--- config.mk ---
export PLATFORM = sky130hd
export DESIGN_NAME = muldiv_unit
export DESIGN_NICKNAME = d
export VERILOG_FILES = /design/src/rtl/muldiv_unit.sv
export SDC_FILE = /design/constraint.sdc
export NUM_CORES = 1
export LEC_CHECK = 0
export ABC_AREA = 1
export CAP_MARGIN = 20
export CORE_ASPECT_RATIO = 0.6
export CORE_MARGIN = 4
export CORE_UTILIZATION = 40
export DETAILED_ROUTE_END_ITERATION = 8
export DONT_BUFFER_PORTS = 1
export GPL_TIMING_DRIVEN = 0
export PLACE_DENSITY = 0.55
export SLEW_MARGIN = 10
export SYNTH_ARGS = -nofsm -noshare
export SYNTH_HDL_FRONTEND = slang
export SYNTH_SLANG_ARGS = --single-unit
--- constraint.sdc ---
create_clock -name clk -period 8.4 [get_ports clk]
set_input_delay 0.84 -clock clk [delete_from_list [all_inputs] [get_ports clk]]
set_output_delay 0.84 -clock clk [all_outputs]
set_load 0.02 [all_outputs]
--- src/rtl/muldiv_unit.sv ---
// muldiv_unit: iterative radix-2 MUL/MLA/UMULL/SMULL engine, WIDTH cycles per op.
// Define MULDIV_DIV_EN to compile in the UDIV/SDIV restoring-division datapath.
module muldiv_unit #(
  parameter int WIDTH = 32
) (
  input  logic             clk,
  input  logic             reset,
  input  logic             StartE,
  input  logic             FlushE,
  input  logic [2:0]       OpE,
  input  logic [WIDTH-1:0] SrcAE,
  input  logic [WIDTH-1:0] SrcBE,
  input  logic [WIDTH-1:0] SrcCE,
  output logic             BusyE,
  output logic             DoneE,
  output logic             StallE,
  output logic [WIDTH-1:0] ResultLoE,
  output logic [WIDTH-1:0] ResultHiE
);
  localparam int CW = $clog2(WIDTH);

  typedef enum logic [1:0] {IDLE, RUN, DONE} state_t;
  state_t state, stateNext;

  logic [CW-1:0]      count;
  logic [2*WIDTH-1:0] acc, stepAcc, prod;
  logic [WIDTH-1:0]   opB, auxR, aMag, bMag, resLo, resHi;
  logic [WIDTH:0]     addSum;
  logic               isMla, isLong, negRes;
  logic               legalOp, takeStart, lastCycle, signedA, signedB;
`ifdef MULDIV_DIV_EN
  logic               isDiv, negRem, divZero, trialNeg;
  logic [WIDTH:0]     divShift, trial;
  logic [WIDTH-1:0]   quo, rem;
`endif

  always_comb begin
    legalOp = 1'b0;
    case (OpE)
      3'b000, 3'b001, 3'b100, 3'b101: legalOp = 1'b1;
`ifdef MULDIV_DIV_EN
      3'b110, 3'b111:                 legalOp = 1'b1;
`endif
      default:                        legalOp = 1'b0;
    endcase
  end

  assign takeStart = StartE & (state == IDLE) & legalOp & ~FlushE;
  assign lastCycle = (state == RUN) && (count == CW'(WIDTH - 1));
  assign signedA   = (OpE == 3'b101) || (OpE == 3'b111);
  assign signedB   = signedA;
  assign aMag      = (signedA & SrcAE[WIDTH-1]) ? -SrcAE : SrcAE;
  assign bMag      = (signedB & SrcBE[WIDTH-1]) ? -SrcBE : SrcBE;

  always_ff @(posedge clk) begin
    if (reset) state <= IDLE;
    else       state <= stateNext;
  end

  always_comb begin
    stateNext = state;
    case (state)
      IDLE:    if (takeStart) stateNext = RUN;
      RUN:     if (lastCycle) stateNext = DONE;
      DONE:    stateNext = IDLE;
      default: stateNext = IDLE;
    endcase
    if (FlushE) stateNext = IDLE;
  end

  assign BusyE  = (state == RUN);
  assign DoneE  = (state == DONE) & ~FlushE;
  assign StallE = BusyE | (StartE & (state == IDLE) & legalOp);

  // acc holds {partial product, remaining multiplier} or {remainder, dividend/quotient}
  always_comb begin
    addSum  = {1'b0, acc[2*WIDTH-1:WIDTH]} + (acc[0] ? {1'b0, opB} : {(WIDTH+1){1'b0}});
    stepAcc = {addSum, acc[WIDTH-1:1]};
`ifdef MULDIV_DIV_EN
    divShift = {acc[2*WIDTH-1:WIDTH], acc[WIDTH-1]};
    trial    = divShift - {1'b0, opB};
    trialNeg = trial[WIDTH];
    if (isDiv)
      stepAcc = {(trialNeg ? divShift[WIDTH-1:0] : trial[WIDTH-1:0]), acc[WIDTH-2:0], ~trialNeg};
`endif
    prod  = negRes ? -stepAcc : stepAcc;
    resLo = prod[WIDTH-1:0];
    resHi = prod[2*WIDTH-1:WIDTH];
    if (!isLong) begin
      resLo = prod[WIDTH-1:0] + (isMla ? auxR : {WIDTH{1'b0}});
      resHi = '0;
    end
`ifdef MULDIV_DIV_EN
    quo = negRes ? -stepAcc[WIDTH-1:0] : stepAcc[WIDTH-1:0];
    rem = negRem ? -stepAcc[2*WIDTH-1:WIDTH] : stepAcc[2*WIDTH-1:WIDTH];
    if (isDiv) begin
      resLo = divZero ? '0 : quo;
      resHi = divZero ? auxR : rem;
    end
`endif
  end

  always_ff @(posedge clk) begin
    if (reset) begin
      count     <= '0;
      acc       <= '0;
      opB       <= '0;
      auxR      <= '0;
      isMla     <= 1'b0;
      isLong    <= 1'b0;
      negRes    <= 1'b0;
      ResultLoE <= '0;
      ResultHiE <= '0;
`ifdef MULDIV_DIV_EN
      isDiv     <= 1'b0;
      negRem    <= 1'b0;
      divZero   <= 1'b0;
`endif
    end else if (takeStart) begin
      count  <= '0;
      isMla  <= (OpE == 3'b001);
      isLong <= OpE[2];
      negRes <= (OpE == 3'b101) & (SrcAE[WIDTH-1] ^ SrcBE[WIDTH-1]);
      opB    <= aMag;
      acc    <= {{WIDTH{1'b0}}, bMag};
      auxR   <= SrcCE;
`ifdef MULDIV_DIV_EN
      isDiv   <= (OpE[2:1] == 2'b11);
      negRem  <= 1'b0;
      divZero <= 1'b0;
      if (OpE[2:1] == 2'b11) begin
        opB     <= bMag;
        acc     <= {{WIDTH{1'b0}}, aMag};
        auxR    <= SrcAE;   // divide-by-zero returns the dividend unchanged
        negRes  <= OpE[0] & (SrcAE[WIDTH-1] ^ SrcBE[WIDTH-1]);
        negRem  <= OpE[0] & SrcAE[WIDTH-1];
        divZero <= (SrcBE == '0);
      end
`endif
    end else if (state == RUN) begin
      acc   <= stepAcc;
      count <= count + 1'b1;
      if (lastCycle && !FlushE) begin
        ResultLoE <= resLo;
        ResultHiE <= resHi;
      end
    end
  end
endmodule
## Word level (Yosys, flattened, before mapping)

Cells that the tools add are included.

- Register bits after elaboration: 202
- Bits of input ports: 103
- Output and inout bits: 67
- Word-level logic and storage cells: 62

- Add/subtract/negate cells: 6
- Equality and inequality tests: 9
- Multiplexer cells: 13
- Bitwise logic cells: 11
- Reduce and logical (&&, ||, !) cells: 12

Operators by type and width:

| kind | number |
|---|---|
| $mux 32 | 8 |
| $mux 64 | 1 |
| $neg 32->32 | 2 |
| $neg 64->64 | 1 |
| $add 32x32->33 | 1 |
| $add 32x32->32 | 1 |
| $eq 3x3->1 const B | 3 |
| $and 1x1->1 | 7 |
| $add 5x1->5 const B | 1 |
| $eq 5x5->1 const B | 1 |
| $mux 2 | 2 |
| $pmux 2 s2 | 1 |
| $reduce_or 2->1 | 2 |
| $reduce_or 4->1 | 1 |
| $eq 3x1->1 const B | 1 |
| $logic_not 3->1 | 1 |
| $reduce_and 3->1 | 1 |
| $eq 2x1->1 const B | 1 |
| $eq 2x2->1 const B | 1 |
| $logic_and 1x1->1 | 2 |
| $logic_not 2->1 | 1 |
| $ne 2x1->1 const B | 1 |
| $ne 2x2->1 const B | 1 |
| $not 1->1 | 2 |
| 7 further kinds | 7 |

## Depth between registers and ports, before layout

Gate-level depths: netlist of run 1.

- Depth in word-level cells: 7
- Depth in mapped cells: 25
- Depth with buffers taken out: 24

## Least setup slack after synthesis of run 1

No wires, ideal clock.

- Path kind: flip-flop to flip-flop
- From: reg acc[1]
- To: reg ResultLoE[27]
- Library setup time: 132 ps
- Arrival: 3,038 ps
- Required time: 8,268 ps
- Slack: 5,229 ps
- Cell stages (with the launch flop): 20
- Buffers on the path: 0
- Clock period less this slack: 3,171 ps
- Cell sequence: dfxtp_1 -> inv_1 -> ha_1 -> nand4_1 -> nor2_2 -> nand2_1 -> nor3_1 -> nand3b_1 -> nand2_1 -> xor2_1 -> ha_1 -> a21oi_1 -> inv_1 -> a21oi_1 -> o21ai_0 -> a221oi_1 -> nand2_1 -> or2_2 -> nand3_1 -> a21oi_1

- Word-level cells in the longest chain between the ends: 4

RTL lines:

| what | line | text |
|---|---|---|
| start: declaration | 26 | `logic [2*WIDTH-1:0] acc, stepAcc, prod;` |
| start signal: assignment | 125 | `acc <= {{WIDTH{1'b0}}, bMag};` |
| start signal: assignment | 141 | `acc <= stepAcc;` |
| $neg 64->64 | 86 | `prod = negRes ? -stepAcc : stepAcc;` |
| $mux 64 * | 86 |  |
| $add 32x32->32 | 90 | `resLo = prod[WIDTH-1:0] + (isMla ? auxR : {WIDTH{1'b0}});` |
| $mux 32 * | 89 | `if (!isLong) begin` |
| end signal: assignment | 144 | `ResultLoE <= resLo;` |
| end: declaration | 17 | `output logic [WIDTH-1:0] ResultLoE,` |

Every way passes the cells marked *; elsewhere a longest branch is shown, timed or not.
A chain may end at the register's enable or synchronous reset.

## Worst setup path after layout of run 1

- From: reg negRes
- To: reg ResultLoE[29]

- Word-level cells in the longest chain between the ends: 3

RTL lines:

| what | line | text |
|---|---|---|
| start: declaration | 29 | `logic isMla, isLong, negRes;` |
| start signal: assignment | 123 | `negRes <= (OpE == 3'b101) & (SrcAE[WIDTH-1] ^ SrcBE[WIDTH-1]);` |
| $mux 64 * | 86 |  |
| $add 32x32->32 | 90 |  |
| $mux 32 * | 89 |  |

Marks and branches as above.

==> metrics.md, run 1 <==
| Metric | Value |
|---|---|
| Layout filler cell count | `4206` |
| Worst-path fanout max | `10` |
| Slew Limit Headroom | `22.8%` |
| Initial drt markers | `2156` |
| Total wire length | `64.4 mm` |
| Global-route wire length before repair | `95.4 mm` |
| Post-synth top area share | `25.9%` |
| Final Hold Viols | `0` |
| Final period util | `54.0%` |
| Yosys cell types | `50` |
| GPL Wtd Cong | `0.996` |
| Path type of the worst setup path | `reg2reg` |
| Origin of the worst setup path | `negRes$_SDFFE_PP0P_` |
| Layout cells sized above 1 | `6.06%` |
| Vias | `17200` |
| Minimum clock period | `4.53 ns` |
| Final setup vio count | `0` |
| Post-synthesis cell area | `15600 µm²` |
| Ranking of synthesized cells by area | `dfxtp_1, nand2_1, inv_1, nor2_1, a21oi_1` |
| Core Box Area | `38100 µm²` |
| Syn nets | `2771` |
| Die area | `42400 µm²` |
| Clock Latency Late Sink | `0.55 ns` |
| Reg2reg path depth | `17` |
| Power Density | `140 nW/µm²` |
| Hold path start | `FlushE` |
| Total track usage | `29.2%` |
| DR pass1 iterations | `5` |
| Largest net degree at the start of global routing | `15` |
| Outcome | `completed` |
| Starting Density | `41.0%` |
| Layout Nets | `2797` |
| H-tree levels | `1` |
| Synth async-reset ratio | `0%` |
| CTS tree | `yes` |
| Number of flops mapped to enable cells by yosys | `0` |
| Most frequent cells after synthesis | `nand2_1, inv_1, nor2_1` |
| Vias in the first global route | `15000` |
| Final ANT Viol Nets | `0` |
| # IOs | `170` |
| Skew final | `0.0175 ns` |
| Critical Path AT | `4.94 ns` |
| Min-delay worst type | `in2reg` |
| Peak Freq | `221 MHz` |
| Die Y | `161 µm` |
| Mean Syn Cell Area | `6.01 µm²` |
| Post-synthesis sequential area ratio | `25.9%` |
| Util after Layout | `44.6%` |
| Via density | `5.45` |
| Worst Hold Path Cells | `1` |
| Worst slew pin tran | `1.16 ns` |
| RR Endpoint | `ResultLoE[29]$_SDFFE_PP0P_` |
| Max cap viols | `0` |
| Post-CTS Setup Inserts | `0` |
| TritonCTS Sinks | `202` |
| Flop2flop setup slack | `3.87 ns` |
| RSZ-0062 raised after global routing | `false` |
| Clock slew at reported path FFs | `0.07 ns` |
| Initial antenna violation count | `1` |
| Total grt overflow | `0` |
| Most common cell in the netlist | `nand2_1` |
| FF+latch count, synth | `202` |
| Leakage | `8.53 nW` |
| Critical path endpoint category | `flop` |
| Switch Pwr | `0.743 mW` |
| Top FF cell, synth | `dfxtp_1` |
| Warnings, synthesis | `0` |
| Cell Rows | `55` |
| Ant diodes | `0` |
| Clk pwr share | `42.6%` |
| Chip width | `263 µm` |
| TNS Setup | `0 ns` |
| CTS resizes | `0` |
| Worst VDD drop | `0.107 mV` |
| Worst Path Required | `8.81 ns` |
| Slew Limit Fails | `0` |
| Gate count of the mapped netlist | `2598` |
| CTS root buffer | `clkbuf_16` |
| CTS buffer count | `23` |
| Tot Pwr | `2.38 mW` |
| Per-cell routed wire length | `20.4 µm` |
| IO buf count | `0` |
| Sw Ratio | `31.2%` |
| Layout overhead on the synthesized area | `8.85%` |
| DRC viols | `0` |
| Max Buffers Root-to-Sink | `3` |
| Hold path endpoint | `state[0]$_SDFFE_PP0P_` |
| Combinational Power Share | `14.8%` |
| Post-synth top area cell | `dfxtp_1` |
| FF-to-FF Start | `negRes$_SDFFE_PP0P_` |
| CTS Hold Bufs | `0` |
| Sequential Power Share | `42.6%` |
| Detailed Place HPWL | `53.3 mm` |
| Crit path launch type | `flop` |
| Int Pwr | `1.64 mW` |
==> how the worst max path moves through the flow <==
| stage | cells past startpoint | slack [ns] | end |
|---|---|---|---|
| after detailed placement | 17 | 4.04 | ResultLoE[29]$_SDFFE_PP0P_ |
| after floorplan | 19 | 5.23 | ResultLoE[27]$_SDFFE_PP0P_ |
| after global routing | 17 | 3.49 | ResultLoE[29]$_SDFFE_PP0P_ |
| after global placement | 17 | 4.11 | ResultLoE[29]$_SDFFE_PP0P_ |
| final | 17 | 3.87 | ResultLoE[29]$_SDFFE_PP0P_ |
| after CTS | 17 | 4.03 | ResultLoE[29]$_SDFFE_PP0P_ |
==> registers in the layout (all words and copies together), names as in the netlist <==
signal     flops
ResultHiE     32
ResultLoE     32
acc           64
auxR          32
count          5
isLong         1
isMla          1
negRes         1
opB           32
state          2
==> logic make-up after synthesis <==
| logic type | count (synthesis) | share of synthesized area, % |
|---|---|---|
| adder cells (fa/ha/maj) | 70 | 5.71 |
| flip-flops | 202 | 25.9 |
| AO/OA/AOI/OAI | 451 | 16.2 |
| buffers and inverters | 464 | 11.3 |
| AND/OR/NAND/NOR | 1317 | 35.7 |
| XOR/XNOR | 94 | 5.27 |
==> placed cells by master, fill, tap and decap left out, drive strengths merged, types with 36 or more instances in the layout <==
| master | n |
|---|---|
| nor2 | 285 |
| dfxtp | 202 |
| nand3 | 132 |
| inv | 373 |
| a21oi | 181 |
| o21ai | 168 |
| clkbuf | 97 |
| nor3 | 40 |
| ha | 68 |
| o211ai | 36 |
| nand2 | 788 |
| xor2 | 73 |
==> metal layers <==
metal  up-vias  share of wire (%)  track usage (%)
met5         -              0.031                0
li1       8341                  -                -
met2       845                 34             35.1
met4         2                1.3             3.52
met3        58                 12             7.02
met1      7935                 53             50.4
==> power groups by stage <==
| stage | clock (mW) | sequential (mW) | combinational (mW) |
|---|---|---|---|
| after floorplan | 0 | 1.02 | 0.242 |
| after global placement | 0 | 1.03 | 0.340 |
| after detailed placement | 0 | 1.03 | 0.342 |
| after CTS | 1.03 | 1.01 | 0.344 |
| after global routing | 1.07 | 1.01 | 0.388 |
| final | 1.01 | 1.01 | 0.353 |
==> final cells by class <==
type                    count  area [µm²]  area share (%)
clock inverters            14        98.8           0.582
multi-input cells        1932        9810            57.7
clock buffers              28         634            3.73
plain buffers              88         347            2.04
well taps                 513         642            3.78
flip-flops and latches    202        4040            23.8
repair buffers              1        7.51          0.0442
inverters                 376        1410            8.30
==> worst max-delay path: stages (launching register included) <==
cell and delay [ns]:
dfxtp_1 0.31, clkbuf_1 0.51, inv_1 0.14, clkbuf_1 0.34, nor2_1 0.23, xor2_1 0.44
ha_1 0.29, nand3_1 0.08, nand2_1 0.11, a31oi_1 0.14, o21ai_0 0.39, a21oi_1 0.15
o21ai_0 0.75, nand3_1 0.21, nand2_1 0.11, nand2_1 0.05, nand3_1 0.07, a21oi_1 0.06
==> through the flow <==
step	cell area (µm²)	instances	hold slack (ns)	worst slack, ns
after floorplan	15600	2598	0.428	5.23
after global placement	16300	3111	0.453	4.11
after detailed placement	16300	3112	0.467	4.04
after CTS	17000	3154	0.359	4.03
after global routing	17000	3154	0.365	3.49
final	17000	3154	0.375	3.87
Note: power is estimated with default switching activity, not from simulation.
==> run 2, diff against run 1 <==
PLACE_DENSITY = 0.57   (was 0.55)
clock period = 3.8 ns   (was 8.4 ns; I/O delays follow)
==> run 2 against run 1 <==
Compared with the run above: the run now ends with hold timing left; worst hold slack worse by 0.37 ns; maximum frequency up 22%; combinational power up 140%; largest cell class unchanged; global-route usage down 0.12 points; setup slack worse by 3.8 ns; highest routed layer is now met4.
==> metrics.md, run 2 (synthesis results as in run 1) <==
| Metric | Value |
|---|---|
| Sequential Power Share | `40.7% (-1.9 points)` |
| # IOs | `170 (unchanged)` |
| Final Hold Viols | `1 (+1)` |
| Slew Limit Headroom | `33.3% (+11 points)` |
| Initial drt markers | `1997 (-7.4%)` |
| Initial antenna violation count | `1 (unchanged)` |
| Placed insts | `3112 (unchanged)` |
| Combinational Power Share | `15.3% (+0.5 points)` |
| Largest net degree at the start of global routing | `15 (unchanged)` |
| DP Worst Slack | `-0.546 ns (-4.59 ns)` |
| Skew final | `0.0147 ns (-0.00274 ns)` |
| Fin cells | `3188 (+1.1%)` |
| Int Pwr | `3.85 mW (+140%)` |
| Minimum clock period | `3.72 ns (-0.811 ns)` |
| Vias | `17200 (+0.26%)` |
| Chip width | `263 µm (unchanged)` |
| TNS Setup | `0 ns (unchanged)` |
| Total track usage | `29.0% (-0.12 points)` |
| Total wire length | `65.3 mm (+1.4%)` |
| Layout cells sized above 1 | `8.23% (+2.2 points)` |
| Worst slew pin tran | `0.997 ns (-0.161 ns)` |
| Critical Path AT | `4.12 ns (-0.82 ns)` |
| Register area | `4060 µm² (+0.34%)` |
| Slew Limit Fails | `0 (unchanged)` |
| Max Buffers Root-to-Sink | `3 (unchanged)` |
| CTS tree | `yes` |
| TritonCTS Sinks | `202 (unchanged)` |
| CP cell instances | `inv_4, ha_4, nand4_1, nor2_4, nand2_2, nor3_4, nand3b_1, nand2_2, xor2_4, ha_4, a21oi_4, inv_2, a21oi_4, o21ai_1, a221oi_1, nand2_1, or2_2, nand3_1, a21oi_1` |
| Layout Nets | `2832 (+1.3%)` |
| Die Y | `161 µm (unchanged)` |
| Per-cell routed wire length | `20.5 µm (+0.30%)` |
| Most common cell after layout, fill and taps aside | `nand2_1` |
| Leakage | `8.78 nW (+2.9%)` |
| Worst VDD drop | `0.228 mV (+110%)` |
| Crit path max-delay cell type | `dfxtp_4` |
| Final period util | `98.0% (+44 points)` |
| Outcome | `finished, violations left` |
| GPL Wtd Cong | `1.00 (+0.77%)` |
| CTS root buffer | `clkbuf_16` |
| FF-to-FF Start | `acc[2]$_SDFFE_PP0P_` |
| Clk pwr share | `44.0% (+1.4 points)` |
| Global-route wire length before repair | `95.0 mm (-0.43%)` |
| Switch Pwr | `1.65 mW (+120%)` |
| Final setup vio count | `0 (unchanged)` |
| Clock slew at reported path FFs | `0.07 ns (about the same)` |
| Worst Path Required | `4.20 ns (-4.61 ns)` |
| Die area | `42400 µm² (unchanged)` |
| Core Box Area | `38100 µm² (unchanged)` |
| Hold slack final | `-0.00000139 ns (-0.375 ns)` |
| RR Endpoint | `ResultLoE[27]$_SDFFE_PP0P_` |
| Clock Latency Late Sink | `0.54 ns (about the same)` |
| DR pass1 iterations | `5 (unchanged)` |
| Path type of the worst setup path | `reg2reg` |
| Util after Layout | `46.4% (+1.8 points)` |
| Layout overhead on the synthesized area | `13.3%` |
| Most flop-heavy register | `acc` |
| Peak Freq | `269 MHz (+22%)` |
| Highest-count cells in the layout ignoring fill and taps | `nand2_1, inv_1, nor2_1` |
| Worst-path fanout max | `4 (-6)` |
| Power Density | `311 nW/µm² (+120%)` |
| Sw Ratio | `30.0% (-1.2 points)` |
| Reg2reg path depth | `19 (+2)` |
| Worst Hold Path Cells | `2 (+1)` |
| CTS buffer count | `23 (unchanged)` |
| Crit path launch type | `flop` |
| Final WS setup | `0.0765 ns (-3.79 ns)` |
| Cell Rows | `55 (unchanged)` |
| IO buf count | `0 (unchanged)` |
| Flop2flop setup slack | `0.08 ns (-3.79 ns)` |
| Min-delay worst type | `in2reg` |
| CP max stage delay | `0.37 ns (-0.38 ns)` |
| Area occupied by multi-input gates | `10100 µm² (+2.7%)` |
| Hold path start | `SrcCE[17]` |
| Hold path endpoint | `auxR[17]$_SDFFE_PP0P_` |
| Via density | `5.40 (-0.81%)` |
| Layout filler cell count | `4121 (-2.0%)` |
| Detailed Place HPWL | `53.3 mm (-0.13%)` |
| H-tree levels | `1 (unchanged)` |
| Total grt overflow | `0 (unchanged)` |
| DRC viols | `0 (unchanged)` |
| Max FFs per register | `64 (unchanged)` |
| Vias in the first global route | `15200 (+1.4%)` |
| Max cap viols | `0 (unchanged)` |
| Critical path endpoint category | `flop` |
| Final ANT Viol Nets | `0 (unchanged)` |
| Failing checks | `hold timing` |
| RSZ-0062 raised after global routing | `true` |
| Starting Density | `41.0% (unchanged)` |
[run 2: cell count changes in the layout (fill, tap and decap cells not counted), sizes merged, moves of 3 or more]
| cell | delta |
|---|---|
| clkinvlp | -3 |
| clkinv | -3 |
| dlygate4sd3 | +28 |
| buf | +10 |
| clkbuf | -3 |
| bufinv | +3 |
[run 2: area by class of cell]
type | count | area share, %
inverter | 376 | 8.00
clock buffer | 28 | 3.58
timing repair buffer | 39 | 2.07
sequential | 202 | 22.9
antenna | 1 | 0.0141
buffer | 85 | 1.94
tap | 513 | 3.63
multi-input combinational | 1932 | 57.0
clock inverter | 12 | 0.884
[run 2: worst max-delay path: cells and delay by family (launching register included)]
kind            cells  cell delay [ns]
xor+xnor            1             0.29
buf+inv             2             0.14
compound gates      5             0.70
flops               1             0.37
fa+ha+maj           2             0.42
simple gates        9             1.66
[run 2: worst max-delay path by stage]
stage	cells after the start	end	from	slack, ns
after global routing	24	ResultLoE[31]$_SDFFE_PP0P_	acc[2]$_SDFFE_PP0P_	-0.07
after floorplan	19	ResultLoE[27]$_SDFFE_PP0P_	acc[1]$_SDFFE_PP0P_	0.63
after global placement	17	ResultLoE[29]$_SDFFE_PP0P_	acc[1]$_SDFFE_PP0P_	-0.56
after detailed placement	17	ResultLoE[29]$_SDFFE_PP0P_	negRes$_SDFFE_PP0P_	-0.55
final	19	ResultLoE[27]$_SDFFE_PP0P_	acc[2]$_SDFFE_PP0P_	0.08
after CTS	17	ResultLoE[27]$_SDFFE_PP0P_	acc[1]$_SDFFE_PP0P_	-0.05
[run 2: metrics by stage]
stage          power, mW  instance area, µm²
2_1_floorplan       2.80               15600
3_3_place_gp        3.03               16300
3_5_place_dp        3.04               16300
4_1_cts             5.46               17500
5_1_grt             5.68               17700
6_report            5.50               17700
[run 2: power by group through the flow]
stage	logic (mW)	registers (mW)	clock network [mW]
floorplan	0.535	2.26	0
global placement	0.751	2.28	0
detailed placement	0.756	2.28	0
CTS	0.796	2.24	2.43
global route	0.918	2.24	2.52
finish	0.840	2.24	2.42
[run 2: timing repair]
item,4_1_cts,5_1_grt
hold buffers,28,0
setup buffers,4,5
gates resized for setup,22,64
setup endpoints to repair,19,36
hold endpoints to repair,28,0
pin swaps,7,17
[run 2: routing by layer]
metal	global-route usage [%]	wire (µm)
met5	0	0
met4	5.33	1060
met3	9.94	8940
met2	34.7	22100
met1	47.9	33300
